--- src/rtl/ecb_pkg.sv ---
// Shared definitions for the ECB datapath blocks: byte width, packer FSM states, counter sizing.
// Latency: n/a (package only).
// Backpressure: n/a (package only).
package ecb_pkg;

    localparam int BYTE_W = 8;

    // Packer FSM: FILL collects bytes, HOLD presents a finished word downstream.
    typedef enum logic {
        FILL = 1'b0,
        HOLD = 1'b1
    } pk_state_t;

    // Width needed to count 0..NBYTES bytes for a word of sync_size bits.
    function automatic int cnt_w(input int sync_size);
        return $clog2(sync_size / BYTE_W + 1);
    endfunction

endpackage

--- src/rtl/ecb_plain_packer.sv ---
// Packs a byte stream little-endian into SYNC_SIZE-bit plaintext words; flush closes a zero-padded partial block.
// Latency: out_valid rises 1 cycle after the closing byte/flush handshake; in_ready returns 1 cycle after word transfer.
// Backpressure: no skid buffer; in_ready is low for the whole HOLD phase until out_ready takes the word.
module ecb_plain_packer
    import ecb_pkg::*;
#(
    parameter int SYNC_SIZE = 64
) (
    input  logic                            clk,
    input  logic                            rst_n,
    input  logic [BYTE_W-1:0]               in_data,
    input  logic                            in_valid,
    output logic                            in_ready,
    input  logic                            flush,
    output logic [SYNC_SIZE-1:0]            data_plain,
    output logic                            out_valid,
    input  logic                            out_ready,
    output logic [cnt_w(SYNC_SIZE)-1:0]     out_len
);

    localparam int NBYTES = SYNC_SIZE / BYTE_W;
    localparam int CNT_W  = cnt_w(SYNC_SIZE);

    pk_state_t              r_state;
    logic [CNT_W-1:0]       r_cnt;
    logic [SYNC_SIZE-1:0]   r_data;
    logic [CNT_W-1:0]       r_len;

    logic                   w_byte_acc;
    logic                   w_word_acc;
    logic [CNT_W-1:0]       w_cnt_next;
    logic                   w_close;
    logic [SYNC_SIZE-1:0]   w_data_next;

    // Handshakes and the byte count including any byte accepted this cycle.
    // A block closes when it fills, or on flush provided at least one real byte exists.
    always_comb begin
        w_byte_acc = in_valid && (r_state == FILL);
        w_word_acc = out_ready && (r_state == HOLD);
        w_cnt_next = r_cnt + CNT_W'(w_byte_acc);
        w_close    = (r_state == FILL) &&
                     ((w_cnt_next == CNT_W'(NBYTES)) || (flush && (w_cnt_next != '0)));
    end

    // Byte-lane write decoder: the accepted byte lands in the lane selected by the current count.
    always_comb begin
        w_data_next = r_data;
        for (int k = 0; k < NBYTES; k++) begin
            if (w_byte_acc && (r_cnt == CNT_W'(k))) begin
                w_data_next[k*BYTE_W +: BYTE_W] = in_data;
            end
        end
    end

    // Two-state FSM with counter, data and length registers; reset discards any partial or pending block.
    always_ff @(posedge clk or negedge rst_n) begin
        if (!rst_n) begin
            r_state <= FILL;
            r_cnt   <= '0;
            r_data  <= '0;
            r_len   <= '0;
        end else begin
            case (r_state)
                FILL: begin
                    r_data <= w_data_next;
                    r_cnt  <= w_cnt_next;
                    if (w_close) begin
                        r_len   <= w_cnt_next;
                        r_state <= HOLD;
                    end
                end
                HOLD: begin
                    // Word, length and count are frozen until the consumer takes the word.
                    if (w_word_acc) begin
                        r_data  <= '0;
                        r_cnt   <= '0;
                        r_len   <= '0;
                        r_state <= FILL;
                    end
                end
                default: begin
                    r_state <= FILL;
                end
            endcase
        end
    end

    // Outputs come straight from registers: no input-to-output combinational path.
    always_comb begin
        in_ready   = (r_state == FILL);
        out_valid  = (r_state == HOLD);
        data_plain = r_data;
        out_len    = r_len;
    end

endmodule

--- config.mk ---
export PLATFORM = sky130hd
export DESIGN_NAME = ecb_plain_packer
export DESIGN_NICKNAME = d
export VERILOG_FILES = /design/src/rtl/ecb_pkg.sv /design/src/rtl/ecb_plain_packer.sv
export SDC_FILE = /design/constraint.sdc
export NUM_CORES = 1
export LEC_CHECK = 0
export BUFFER_PORTS_ARGS = -buffer_cell sky130_fd_sc_hd__buf_4
export CAP_MARGIN = 15
export CORE_MARGIN = 4
export CORE_UTILIZATION = 28
export DETAILED_ROUTE_END_ITERATION = 7
export PLACE_DENSITY = 0.6
export SYNTH_ARGS = -nofsm -noshare
export SYNTH_HDL_FRONTEND = slang
export SYNTH_SLANG_ARGS = --single-unit
--- constraint.sdc ---
create_clock -name clk -period 2.3 [get_ports clk]
set_input_delay 0.115 -clock clk [delete_from_list [all_inputs] [get_ports clk]]
set_output_delay 0.115 -clock clk [all_outputs]
set_load 0.03 [all_outputs]
[Word level (Yosys, flattened, before mapping)]
Index checks and enable logic that the tools add are counted.
Word-level totals
  word-level logic and storage cells: 72
  input port bits: 13
  register bits after elaboration: 73
Cells by class
  bitwise gates (word level): 1
  add/sub/neg operators: 1
  reductions and logical operators: 24
  equality and inequality tests: 18
  mux-type cells: 17
Operator list (number)
  case mux 64 bit (2 select lines): 1
  two-way mux 64 bit: 1
  two-way mux 8 bit: 8
  != test 2 x 1 -> 1 bit, second input constant: 10
  AND reduction 2 bit: 9
  == test 4 x 3 -> 1 bit, second input constant: 4
  case mux 4 bit (2 select lines): 2
  logical AND 1 bit: 12
  == test 4 x 2 -> 1 bit, second input constant: 2
  two-way mux 4 bit: 2
  adder 4 x 1 -> 4 bit: 1
  == test 4 x 1 -> 1 bit, second input constant: 1
  == test 4 bit, second input constant: 1
  zero test 4 bit: 1
  nonzero test 4 bit: 1
  two-way mux 1 bit: 2
  case mux 1 bit (2 select lines): 1
  logical OR 1 bit: 1
  NOT 1 bit: 1

[Longest topological paths before layout]
  depth after elaboration: 9
  mapped depth: 8

[Worst setup path after synthesis]
Ideal clock, no wire load.
  path type: register -> register
  start point: register r_state (netlist: out_valid)
  end point: register r_len[0] (netlist: out_len[0])
  clock period less this slack: 2.321 ns
  required time: 2.221 ns
  cell stages (with the launch flop): 9
  setup time: 0.079 ns
  arrival: 2.241 ns
  slack: -0.021 ns
  cells stage by stage: dfrtp_1 buf_2 nor2b_1 ha_1 ha_1 nor2_1 a21oi_2 a311oi_4 mux2i_1
Between the ends
  longest elaborated chain between the ends: 9
  elaborated cells between the ends (all ways): 14
  classes of those cells: add/sub (1); eq/ne (3); mux (2); bitwise (1); reduce/logical (7)
RTL lines
  from (decl): line ecb_plain_packer.sv:24  | pk_state_t r_state;
  from (signal assigned): line ecb_plain_packer.sv:58  | r_state <= FILL;
  from (signal assigned): line ecb_plain_packer.sv:69  | r_state <= HOLD;
  from (signal assigned): line ecb_plain_packer.sv:78  | r_state <= FILL;
  NOT 1 bit
  logical AND 1 bit: line ecb_plain_packer.sv:38  | w_byte_acc = in_valid && (r_state == FILL);
  adder 4 x 1 -> 4 bit: line ecb_plain_packer.sv:40  | w_cnt_next = r_cnt + CNT_W'(w_byte_acc);
  nonzero test 4 bit: line ecb_plain_packer.sv:42  | ((w_cnt_next == CNT_W'(NBYTES)) || (flush && (w_cnt_next != '0)));
  logical AND 1 bit: line ecb_plain_packer.sv:42
  logical OR 1 bit: line ecb_plain_packer.sv:42
  logical AND 1 bit: line ecb_plain_packer.sv:41  | w_close = (r_state == FILL) &&
  != test 2 x 1 -> 1 bit (no line)
  AND reduction 2 bit (no line)
  to (signal assigned): line ecb_plain_packer.sv:68  | r_len <= w_cnt_next;
  to (decl): line ecb_plain_packer.sv:27  | logic [CNT_W-1:0] r_len;
Parallel ways exist; a longest one is shown, timed or not. The select of a mux whose other input is x is not followed.
A chain may end at the register's enable or synchronous reset.

[Final worst setup path]
  start point: register r_state (netlist: out_valid)
  end point: register r_len[2] (netlist: out_len[2])
Same word-level chain as after synthesis.

==> summary.txt <==
Placed design
  – IO Port Bufs: 82
  – Dpl ws: 0.203 ns
  – Routability cong.: 0.761
  – Hpwl dp: 5.58 mm

CTS
  – Reg clk slew, reported paths: 0.08 ns
  – Clock buffer count from CTS: 9
  – TritonCTS clock tree: done
  – H-tree depth: 3
  – Clock buffer depth: 2
  – Post-CTS Setup Inserts: 0
  – CTS Root Cell: clkbuf_8
  – Hold buffer count at CTS: 1
  – CTS Sinks: 73
  – Post-CTS sizing: 0
  – Latest clock arrival within the worst-skew pair: 0.34 ns

Timing
  – Setup TNS: 0 ns
  – Fin. Hold Viols: 0
  – Worst Max-Slew Pin Slew: 0.950 ns
  – Peak Freq: 472 MHz
  – Minimum clock period: 2.12 ns
  – Max-slew headroom: 36.6%
  – Period utilization: 92.0%
  – Fin. max-slew vios: 0
  – RSZ-0062 raised after global routing: false
  – Final Skew: 0.00732 ns
  – Final worst setup slack: 0.183 ns
  – Count of final setup violators: 0

Setup path
  – Nature of the critical path startpoint: flop
  – Critical path arrival: 2.37 ns
  – Worst Path Class, Setup: reg -> reg
  – Setup crit end kind: flop
  – Crit-path max FO: 4
  – CP required: 2.55 ns
  – Reg2reg setup slack: 0.18 ns

Worst hold path
  – Worst hold path class: in -> reg

Die
  – Core ar.: 10,300 um^2
  – Die width: 111 um
  – Starting Density: 28.8%
  – Row count: 37
  – Top Ports: 83
  – Die Y-Extent: 111 um
  – Die outline area: 12,300 um^2

Drt
  – Metal3 WL: 471 um
  – WL met2: 4.06 mm
  – WL/cell: 17.0 um
  – DR vias/cell: 4.67
  – Drc violations: 0
  – Final antenna-violating net count: 0
  – Initial DRC Count: 109
  – Total wire length: 8.40 mm
  – Top Metal Used: met4
  – Pre-antenna DRT Iters: 4
  – Routed via count: 2,303
  – Wire length on met1: 3.76 mm

Logic synthesis
  – Synth cell types: 26
  – Fraction of synthesized area in multiplexers: 6.40%
  – Seq/Total Area, Yosys: 61.5%
  – Main combinational cell family by area after synthesis: simple AND/OR/NAND/NOR gates
  – Mapped Cells: 274
  – Synth top area share: 61.5%
  – Compound-cell area share of the yosys netlist: 10.4%
  – Ys Warns: 0
  – Synth Area in Simple Gates: 16.4%
  – Register bit count reported by yosys: 73
  – Cell taking the most area after synthesis: dfrtp_1
  – Post-Synth Adder-Cell Area: 0.842%
  – Syn_area_per_cell: 10.8 um^2
  – XOR/XNOR share of the synthesized area: 1.22%
  – Synth area leaders: dfrtp_1 61%, o21ai_0 8.8%, nand3_1 8.4%
  – Syn_nets: 289
  – Synth Cell Area: 2970 um^2

Global route
  – GR Util All Layers: 14.1%
  – First-pass GRT wire length: 13.4 mm
  – Total grt overflow: 0
  – Initial antenna violation count: 0
  – Vias in the first global route: 2,370
  – Pin count of the biggest net entering global routing: 74

Power
  – Max VDD drop: 571 uV
  – P per Cell Area: 1240 nW/um^2
  – Leakage power: 1.87 nW

Cells and area
  – Area delta synth->final: 32.6%
  – Nets: 368
  – N_diodes: 0
  – Layout cells sized above 1: 30.5%
  – Filler instances: 1,063
  – Finished Core Util: 38.2%

Outcome
  – Outcome: finished, final reports clean

Job
  – Max Cap Violations: 0
==> worst paths after layout <==
check                      cells past startpoint        endpoint            from
min reg2reg                                    2  data_plain[39]  data_plain[39]
max in group asynchronous                      2       out_valid           rst_n
max                                            7      out_len[2]       out_valid
min                                            4        r_cnt[1]       out_ready
min in group asynchronous                      2  data_plain[43]           rst_n
max reg2reg                                    7      out_len[2]       out_valid
==> worst max-delay path, cell delays in order, from the launching register on <==
cell and delay, ns:
dfrtp_2 0.40, nor2b_1 0.12, ha_1 0.21, ha_1 0.25, nor2_1 0.28, a21oi_2 0.13, a311oi_4 0.38, mux2i_1 0.26
==> synthesized netlist by cell type, drive strengths merged <==
| cell type | n |
|---|---|
| dfrtp | 73 |
| xnor2 | 1 |
| clkbuf | 9 |
| xor2 | 1 |
| a31oi | 1 |
| nand2 | 37 |
| a21oi | 1 |
| nor3 | 1 |
| nand3 | 51 |
| ha | 2 |
| and4 | 2 |
| or2 | 1 |
| buf | 9 |
| inv | 3 |
| nor2b | 1 |
| and3b | 1 |
| nor2 | 4 |
| o21ai | 52 |
| a311oi | 1 |
| mux2i | 19 |
| nor3b | 3 |
| o22a | 1 |
==> cell usage in the layout, fill, tap and decap left out, types with 2 or more instances in the layout <==
master     count
buf_4         85
dfrtp_1       72
o21ai_0       52
nand3_1       50
nand2_1       36
mux2i_1       19
clkbuf_8       9
nor2_1         4
inv_1          3
bufinv_16      3
nor3b_1        2
and4_2         2
ha_1           2
clkinv_2       2
==> cell type report <==
| class | count | area (um^2) | share of cell area, % |
|---|---|---|---|
| multi-input combinational | 180 | 1050 | 26.7 |
| timing repair buffer | 86 | 648 | 16.4 |
| tap | 136 | 170 | 4.32 |
| inverter | 3 | 11.3 | 0.286 |
| sequential | 73 | 1830 | 46.4 |
| clock buffer | 9 | 124 | 3.14 |
| clock inverter | 6 | 108 | 2.73 |
==> metal layers <==
layer	global-route usage, %	vias up
li1	-	1111
met5	0	-
met3	4.09	11
met2	22.9	63
met4	4.14	0
met1	18.5	1118
==> sequential cells by signal, indices dropped and copies added (netlist names) <==
name / cells
data_plain: 64
out_len: 4
r_cnt: 4
out_valid: 1
==> logic make-up after synthesis <==
family          Yosys count
fa+ha+maj                 2
mux                      19
compound gates           56
simple gates            101
flops                    73
xor+xnor                  2
buf+inv                  21
==> report_power, final <==
part	leakage, nW	switching (mW)	internal, mW	total [mW]
Sequential	1.00	0.200	1.56	1.76
Combinational	0.753	1.32	0.614	1.93
Clock	0.115	0.473	0.711	1.18
==> metrics by stage <==
stage | power [mW] | cell area (um^2) | hold slack [ns] | std cells
after floorplan | 2.98 | 2970 | -0.181 | 274
after global placement | 3.71 | 3700 | 0.313 | 477
after detailed placement | 3.74 | 3700 | 0.317 | 477
after CTS | 4.94 | 3940 | 0.123 | 493
after global routing | 5.18 | 3940 | 0.158 | 493
final | 4.88 | 3940 | 0.148 | 493
(Power assumes the default switching activity.)
